### src/rtl/serial_pkg.sv
// serial_pkg: shared state encoding, widths and parity modes for the serial link
package serial_pkg;
  localparam int CLKS_PER_BIT_DEF = 5028;
  localparam int DATA_W = 8;
  localparam int PARITY_NONE = 0;
  localparam int PARITY_EVEN = 1;
  localparam int PARITY_ODD = 2;
  typedef enum logic [2:0] {
    ST_IDLE,
    ST_START,
    ST_DATA,
    ST_PARITY,
    ST_STOP
  } tx_state_t;
  function automatic logic parity_bit(input logic [DATA_W-1:0] d, input int mode);
    return (^d) ^ (mode == PARITY_ODD);
  endfunction
endpackage

### src/rtl/bit_timer.sv
// bit_timer: counts one serial bit period and flags its final cycle
module bit_timer
  import serial_pkg::*;
#(
  parameter int CLKS_PER_BIT = CLKS_PER_BIT_DEF
) (
  input  logic Clock,
  input  logic Reset,
  input  logic enable,
  input  logic clear,
  output logic tick
);
  localparam int CW = CLKS_PER_BIT > 1 ? $clog2(CLKS_PER_BIT) : 1;
  localparam logic [CW-1:0] LAST = CW'(CLKS_PER_BIT - 1);
  logic [CW-1:0] count;
  assign tick = enable && count == LAST;
  // advance through the period, wrapping to zero on its last cycle
  always_ff @(posedge Clock or negedge Reset)
    if (!Reset) count <= '0;
    else if (clear || tick) count <= '0;
    else if (enable) count <= count + 1'b1;
endmodule

### src/rtl/serial_transmitter.sv
// serial_transmitter: buffered 8-bit serial framer with optional parity
module serial_transmitter
  import serial_pkg::*;
#(
  parameter int CLKS_PER_BIT = CLKS_PER_BIT_DEF,
  parameter int PARITY = PARITY_NONE
) (
  input  logic       Clock,
  input  logic       Reset,
  input  logic [7:0] TxData,
  input  logic       TxStart,
  output logic       TxReady,
  output logic       TxBusy,
  output logic       SerialOut,
  output logic       TxDone
);
  tx_state_t state, state_next;
  logic [DATA_W-1:0] hold, shift;
  logic hold_full, tick, load, last_bit, line_next;
  logic [2:0] bit_idx;
  assign TxReady = !hold_full;
  assign TxBusy = state != ST_IDLE;
  assign TxDone = state == ST_STOP && tick;
  assign last_bit = bit_idx == 3'd7;
  assign load = hold_full && (state == ST_IDLE || TxDone);
  bit_timer #(.CLKS_PER_BIT(CLKS_PER_BIT)) u_timer (
    .Clock(Clock),
    .Reset(Reset),
    .enable(TxBusy),
    .clear(!TxBusy),
    .tick(tick)
  );
  // frame sequencing; a full buffer at stop chains straight into the next start
  always_comb begin
    state_next = state;
    case (state)
      ST_IDLE:   if (hold_full) state_next = ST_START;
      ST_START:  if (tick) state_next = ST_DATA;
      ST_DATA:   if (tick && last_bit) state_next = PARITY != PARITY_NONE ? ST_PARITY : ST_STOP;
      ST_PARITY: if (tick) state_next = ST_STOP;
      ST_STOP:   if (tick) state_next = hold_full ? ST_START : ST_IDLE;
      default:   state_next = ST_IDLE;
    endcase
  end
  // line level for the current state, registered one cycle later
  always_comb begin
    line_next = 1'b1;
    case (state)
      ST_START:  line_next = 1'b0;
      ST_DATA:   line_next = shift[bit_idx];
      ST_PARITY: line_next = parity_bit(shift, PARITY);
      default:   line_next = 1'b1;
    endcase
  end
  // state and glitch-free line register
  always_ff @(posedge Clock or negedge Reset)
    if (!Reset) begin
      state <= ST_IDLE;
      SerialOut <= 1'b1;
    end else begin
      state <= state_next;
      SerialOut <= line_next;
    end
  // holding buffer: filled by an accepted request, drained into the shift register
  always_ff @(posedge Clock or negedge Reset)
    if (!Reset) begin
      hold <= '0;
      hold_full <= 1'b0;
      shift <= '0;
    end else if (load) begin
      shift <= hold;
      hold_full <= 1'b0;
    end else if (TxStart && !hold_full) begin
      hold <= TxData;
      hold_full <= 1'b1;
    end
  // data bit index, wrapping back to 0 as the last data bit ends
  always_ff @(posedge Clock or negedge Reset)
    if (!Reset) bit_idx <= '0;
    else if (state == ST_DATA && tick) bit_idx <= bit_idx + 3'd1;
endmodule

### config.mk
export PLATFORM = sky130hd
export DESIGN_NAME = serial_transmitter
export DESIGN_NICKNAME = d
export VERILOG_FILES = /design/src/rtl/serial_pkg.sv /design/src/rtl/bit_timer.sv /design/src/rtl/serial_transmitter.sv
export SDC_FILE = /design/constraint.sdc
export NUM_CORES = 1
export LEC_CHECK = 0
export ABC_AREA = 1
export CAP_MARGIN = 30
export CORE_UTILIZATION = 65
export CTS_BUF_LIST = sky130_fd_sc_hd__clkbuf_2 sky130_fd_sc_hd__clkbuf_4 sky130_fd_sc_hd__clkbuf_8
export DETAILED_ROUTE_END_ITERATION = 10
export DONT_BUFFER_PORTS = 1
export PLACE_DENSITY = 0.85
export SLEW_MARGIN = 0
export SYNTH_ARGS = -nofsm -noshare
export SYNTH_HDL_FRONTEND = slang
export SYNTH_SLANG_ARGS = --single-unit
### constraint.sdc
create_clock -name Clock -period 1.6 [get_ports Clock]
set_clock_uncertainty 0.05 [all_clocks]
set_input_delay 0.08 -clock Clock [delete_from_list [all_inputs] [get_ports Clock]]
set_output_delay 0.08 -clock Clock [all_outputs]
set_load 0.05 [all_outputs]
# After elaboration in Yosys (flattened, before gate mapping)

Cells that the tools add are included.

Add/sub/neg operators: 2
$mul: 0
Divide/modulo/power cells: 0
$lt $le $gt $ge: 1
Equality and inequality tests: 11
Shift-type cells: 0
Multiplexer cells: 14
Bitwise operators: 1
Reductions and logical operators: 17

Operators by type and width:

| operator                                                    | count |
|---|---|
| 2-to-1 mux 13 bit                                           | 2 |
| 2-to-1 mux 3 bit                                            | 5 |
| case mux 3 bit (5 select lines)                             | 1 |
| adder 13 x 1 -> 13 bit (second input constant)              | 1 |
| == test 13 bit (second input constant)                      | 1 |
| inequality test 2 bit (second input constant)               | 5 |
| parity 8 bit                                                | 1 |
| == test 3 x 2 -> 1 bit (second input constant)              | 2 |
| == test 3 bit (second input constant)                       | 2 |
| logical AND 1 bit                                           | 6 |
| AND reduction 5 bit                                         | 1 |
| less-than comparator 3 x 4 -> 1 bit (second input constant) | 1 |
| 2-to-1 mux 1 bit                                            | 4 |
| nonzero test 2 bit                                          | 2 |
| adder 3 x 1 -> 3 bit (second input constant)                | 1 |
| binary-select mux 1 bit (select 3 bit)                      | 1 |
| == test 3 x 1 -> 1 bit (second input constant)              | 1 |
| zero test 3 bit                                             | 1 |
| case mux 1 bit (3 select lines)                             | 1 |
| nonzero test 3 bit                                          | 1 |
| zero test 1 bit                                             | 2 |
| logical OR 1 bit                                            | 2 |
| AND reduction 2 bit                                         | 1 |
| inverter 1 bit                                              | 1 |

Register bits: 37
Latch bits: 0
Bits in writable memories: 0
ROM bits: 0
Bits of input ports: 11
Output and inout port bits: 4
Logic and storage cells: 53
Memories: 0

# Logic depth before layout (Yosys ltp)

Word-level depth: 7
Depth in mapped cells: 9
Gate-level depth less buffers: 8

# Hierarchy

A second synthesis with hierarchy kept.

Cell total of the unflattened synthesis: 283
Area, all modules: 2152.1 µm²

By module, submodules not included:

| module             | instances | cells each | area an instance (µm²) | sequential area each (µm²) |
|---|---|---|---|---|
| serial_transmitter | 1         | 168        | 1275.0                 | 601.8 |
| bit_timer          | 1         | 115        | 877.1                  | 325.3 |

# Worst setup path before layout

Ideal clock, no wire load.

Path type: register to output
Start point: register u_timer.count[0]
End point: output TxDone
Data arrival time: 1.624 ns
Slack: -0.154 ns
Cell stages (with the launch flop): 6
Path buffers: 0
Path through: dfrtp_1 > ha_1 > nand2_1 > nor2_1 > nand3_4 > nor2_1

Longest elaborated chain between the ends: 3

RTL lines:

| what                   | RTL line                 | source |
|---|---|---|
| start, declared        | bit_timer.sv:15          | `logic [CW-1:0] count;` |
| start signal, assigned | bit_timer.sv:21          | `else if (enable) count <= count + 1'b1;` |
| == test 13 bit         | bit_timer.sv:16          | `assign tick = enable && count == LAST;` |
| logical AND 1 bit      | bit_timer.sv:16          |  |
| logical AND 1 bit      | serial_transmitter.sv:23 | `assign TxDone = state == ST_STOP && tick;` |
| end, declared          | serial_transmitter.sv:15 | `output logic TxDone` |

Every way passes these cells.

# Final worst setup path

Start point: register u_timer.count[11]
End point: output TxDone

Same word-level chain as after synthesis.

==> run summary <==
The run finished, with violations left. The final reports fail on design-rule violations, negative setup slack. In the post-synthesis netlist, the biggest area contributors are dfrtp_1, nand2_1, inv_1. STA classifies the critical path endpoint as an output pin. The clock reaches the later pin of the worst-skew pair after 0.35 ns. Each instance of the synthesized netlist takes up on average 7.78 um^2. The tools report the final core area utilization as 0.870. The logs give 0.699 for the effective utilization at floorplan and 1.53 ns for the arrival time at the worst endpoint. The post-detailed-route via-to-cell ratio was 5.84.

Data on the critical path is required at its endpoint by 1.47 ns. The routed layout has 1833 vias. The run gives 26 as the count of distinct cell types in the synthesized netlist.

The post-placement cell count came out at 289. Once detail routing completed, the nets flagged for antenna violations numbered 0. In this run the static leakage power is 1.17 nW.

The placed instances occupy a cell area of 2060 um^2. The completed layout was analyzed and its total power is 4.38 mW. The run gives -0.0622 ns as the minimum setup slack in the final design.

The minimum clock period works out to 1.66 ns. The master cell of the clock root buffer is clkbuf_4. The maximum achievable frequency is 0.602 GHz, and the cell area after synthesis is 1960 um^2.

The final RePlAce weighted congestion was 0.826. The initial DRC count is 130. The clock drives 37 sinks.

The tools report the number of ports placed on the die boundary as 15. Final hold violation count: 0. For this design the ratio of total power to cell area is 1790 nW/um^2. The run gives 1782 as the via count of the first global-routing pass. Class of the worst hold path: input pin to asynchronous set/reset pin. The number of antenna diodes in the final layout is 0. Before antenna repair, the detailed router went through 8 iterations.

The logs give 5 for the number of buffers created by CTS and 0.325 for the all-layer global routing usage. Once layout is complete, the cells apart from fillers number 314. The pin count of the biggest net entering global routing was 38.

The maximum buffer depth of the clock tree is 2. Setup repair after global routing could not meet its margin everywhere. The floorplan step set the die height to 56.9 um. The worst setup path is launched from a flop. The floorplan step set the die width to 56.9 um. Counting flops and latches in the post-synthesis netlist gives 37. The predominant post-synthesis flop cell was dfrtp_1. Across the run, the number of max-cap violations was 0. The core region is 2810 um^2. The number of rows in the core area was 19; the fraction of registers with async set/reset was 1.00. The number of flops mapped to enable cells by yosys is 0.

The logs give 2 for the number of H-tree levels and 7770 um for the first-pass GRT wire length. For the pin with the worst max-slew slack, the measured transition is 0.553 ns. After synthesis, the most frequently instantiated cells are nand2_1, dfrtp_1, inv_1, nor2_1, nand3_1. The total half-perimeter wirelength after legalization and detailed placement was 2700 um.

TritonCTS built the clock tree. The run gives 2440 um^2 as the final standard cell area without fillers. Clock-pin slew was measured on the worst setup and hold paths at 0.12 ns. IR analysis of the VDD net gives a maximum drop of 1.39 mV. The tools report the tightest slew margin relative to the limit as 0.630.

After detailed routing, the total wire length is 5130 um. The synthesized netlist net count is 266. Setup violations remaining at the end of the flow were counted as 3. In the post-synthesis netlist, the cell with the most instances is nand2_1.

The share of the synthesized area in the top cell type was 0.459; the number of antenna violations at the first check in global routing was 0. The maximum fanout along the worst path was 3. The share of final-layout standard cells stronger than drive strength 1 was 0.201; the post-route fraction of the period consumed by the critical path was 1.04. The die covers 3240 um^2. The tools report the final max-slew violation count as 0. Post-detailed-route DRC marker count: 7. The biggest area contributor in the post-synthesis netlist is dfrtp_1.

The run gives 0 as the Yosys warning count. The sequential area share after synthesis is 0.473. The tools report the total congestion overflow after global routing as 0. In this run the critical register-to-register path is launched from u_timer.count[1]. In this run the worst setup path begins at u_timer.count[11]. During placement, the flow inserted port buffers numbering 0. The routed wirelength normalized by instance count came out at 16.3 um.

The area growth from synthesis to layout is 24.5%, and the synthesized instance count is 252. Total number of nets in the final design: 296. The critical path in this run is classified as flop to output pin.
-- where the power goes --
part / internal [mW] / leakage, nW / total [mW] / switching (mW)
Combinational: 0.733 / 0.650 / 1.96 / 1.23
Sequential: 1.25 / 0.467 / 1.61 / 0.358
Clock: 0.484 / 0.0552 / 0.815 / 0.331
-- sequential cells by signal, indices dropped and copies added (netlist names) --
name and cells:
SerialOut 1, shift 8, bit_idx 3, u_timer.count 13, hold 8, state 3, hold_full 1
-- through the flow --
| step | TNS (ns) | hold WS [ns] | setup WS, ns |
|---|---|---|---|
| 3_3_place_gp | 0 | -0.265 | 0.127 |
| 2_1_floorplan | 0 | -0.266 | 0.0459 |
| 3_5_place_dp | 0 | -0.265 | 0.0643 |
| 6_report | -0.0936 | 0.121 | -0.0622 |
| 5_1_grt | -0.655 | 0.139 | -0.121 |
| 4_1_cts | -0.0139 | 0.116 | -0.0139 |
-- metal layers --
metal,track usage,wire (um)
met2,0.538,2510
met1,0.396,2060
met4,0.171,172
met5,0,0
met3,0.0737,389
-- cell type report --
class                   instances  area (um^2)
clock buffers                   5         37.5
fillers                       143          364
inverters                      34          128
multi-input cells             179         1010
well taps                      31         38.8
flip-flops and latches         37          927
clock inverters                 3         65.1
repair buffers                 25          238
-- path summary, 6_finish.rpt --
kind,endpoint,slack [ns],cells past startpoint
max,TxDone,-0.06,5
max reg2reg,u_timer.count[7],-0.02,7
min in group Clock,hold[7],0.14,2
min reg2reg,hold[5],0.49,1
max in group asynchronous,SerialOut,1.13,2
min,hold[1],0.12,2
-- logic make-up (layout without fill, tap and decap cells) --
kind of cell | count (synthesis) | count (layout) | synth area share
AO/OA/AOI/OAI | 24 | 24 | 0.0740
XOR/XNOR | 4 | 4 | 0.0179
adder cells (fa/ha/maj) | 3 | 3 | 0.0191
buffers and inverters | 37 | 67 | 0.0753
flip-flops | 37 | 37 | 0.473
multiplexers | 4 | 4 | 0.0230
AND/OR/NAND/NOR | 143 | 144 | 0.318
-- critical path: stages, from the launching register on --
cell,delay [ns]
dfrtp_1,0.44
or2_1,0.24
nor2_2,0.14
nand3_4,0.09
nor2_4,0.13
buf_12,0.14
-- placed cells by master (no fill, tap or decap), types with 2 or more instances in the layout --
cell type       n
o21ai_1         3
bufinv_16       2
buf_12          2
nor2_1         26
nand2_8         3
nand2_2         8
ha_1            2
clkbuf_4        5
nor2_4          4
inv_1          33
mux2_2          4
nor2_2          2
nand3_1        17
nand2_1        72
nor3_1          4
a21oi_1         7
o211ai_1        3
dlygate4sd3_1  10
buf_4          13
xor2_1          2
nand4_1         3
o21ai_2         5
o21ai_0         5
dfrtp_1        36
-- repair_timing --
item,CTS,global route
setup buffers,3,2
endpoints found under the setup margin,1,20
hold buffers,11,0
pin swaps,2,6
gates resized for setup,4,24
cloned,0,1
endpoints found under the hold margin,46,0
Power figures use the tool's default switching activity.
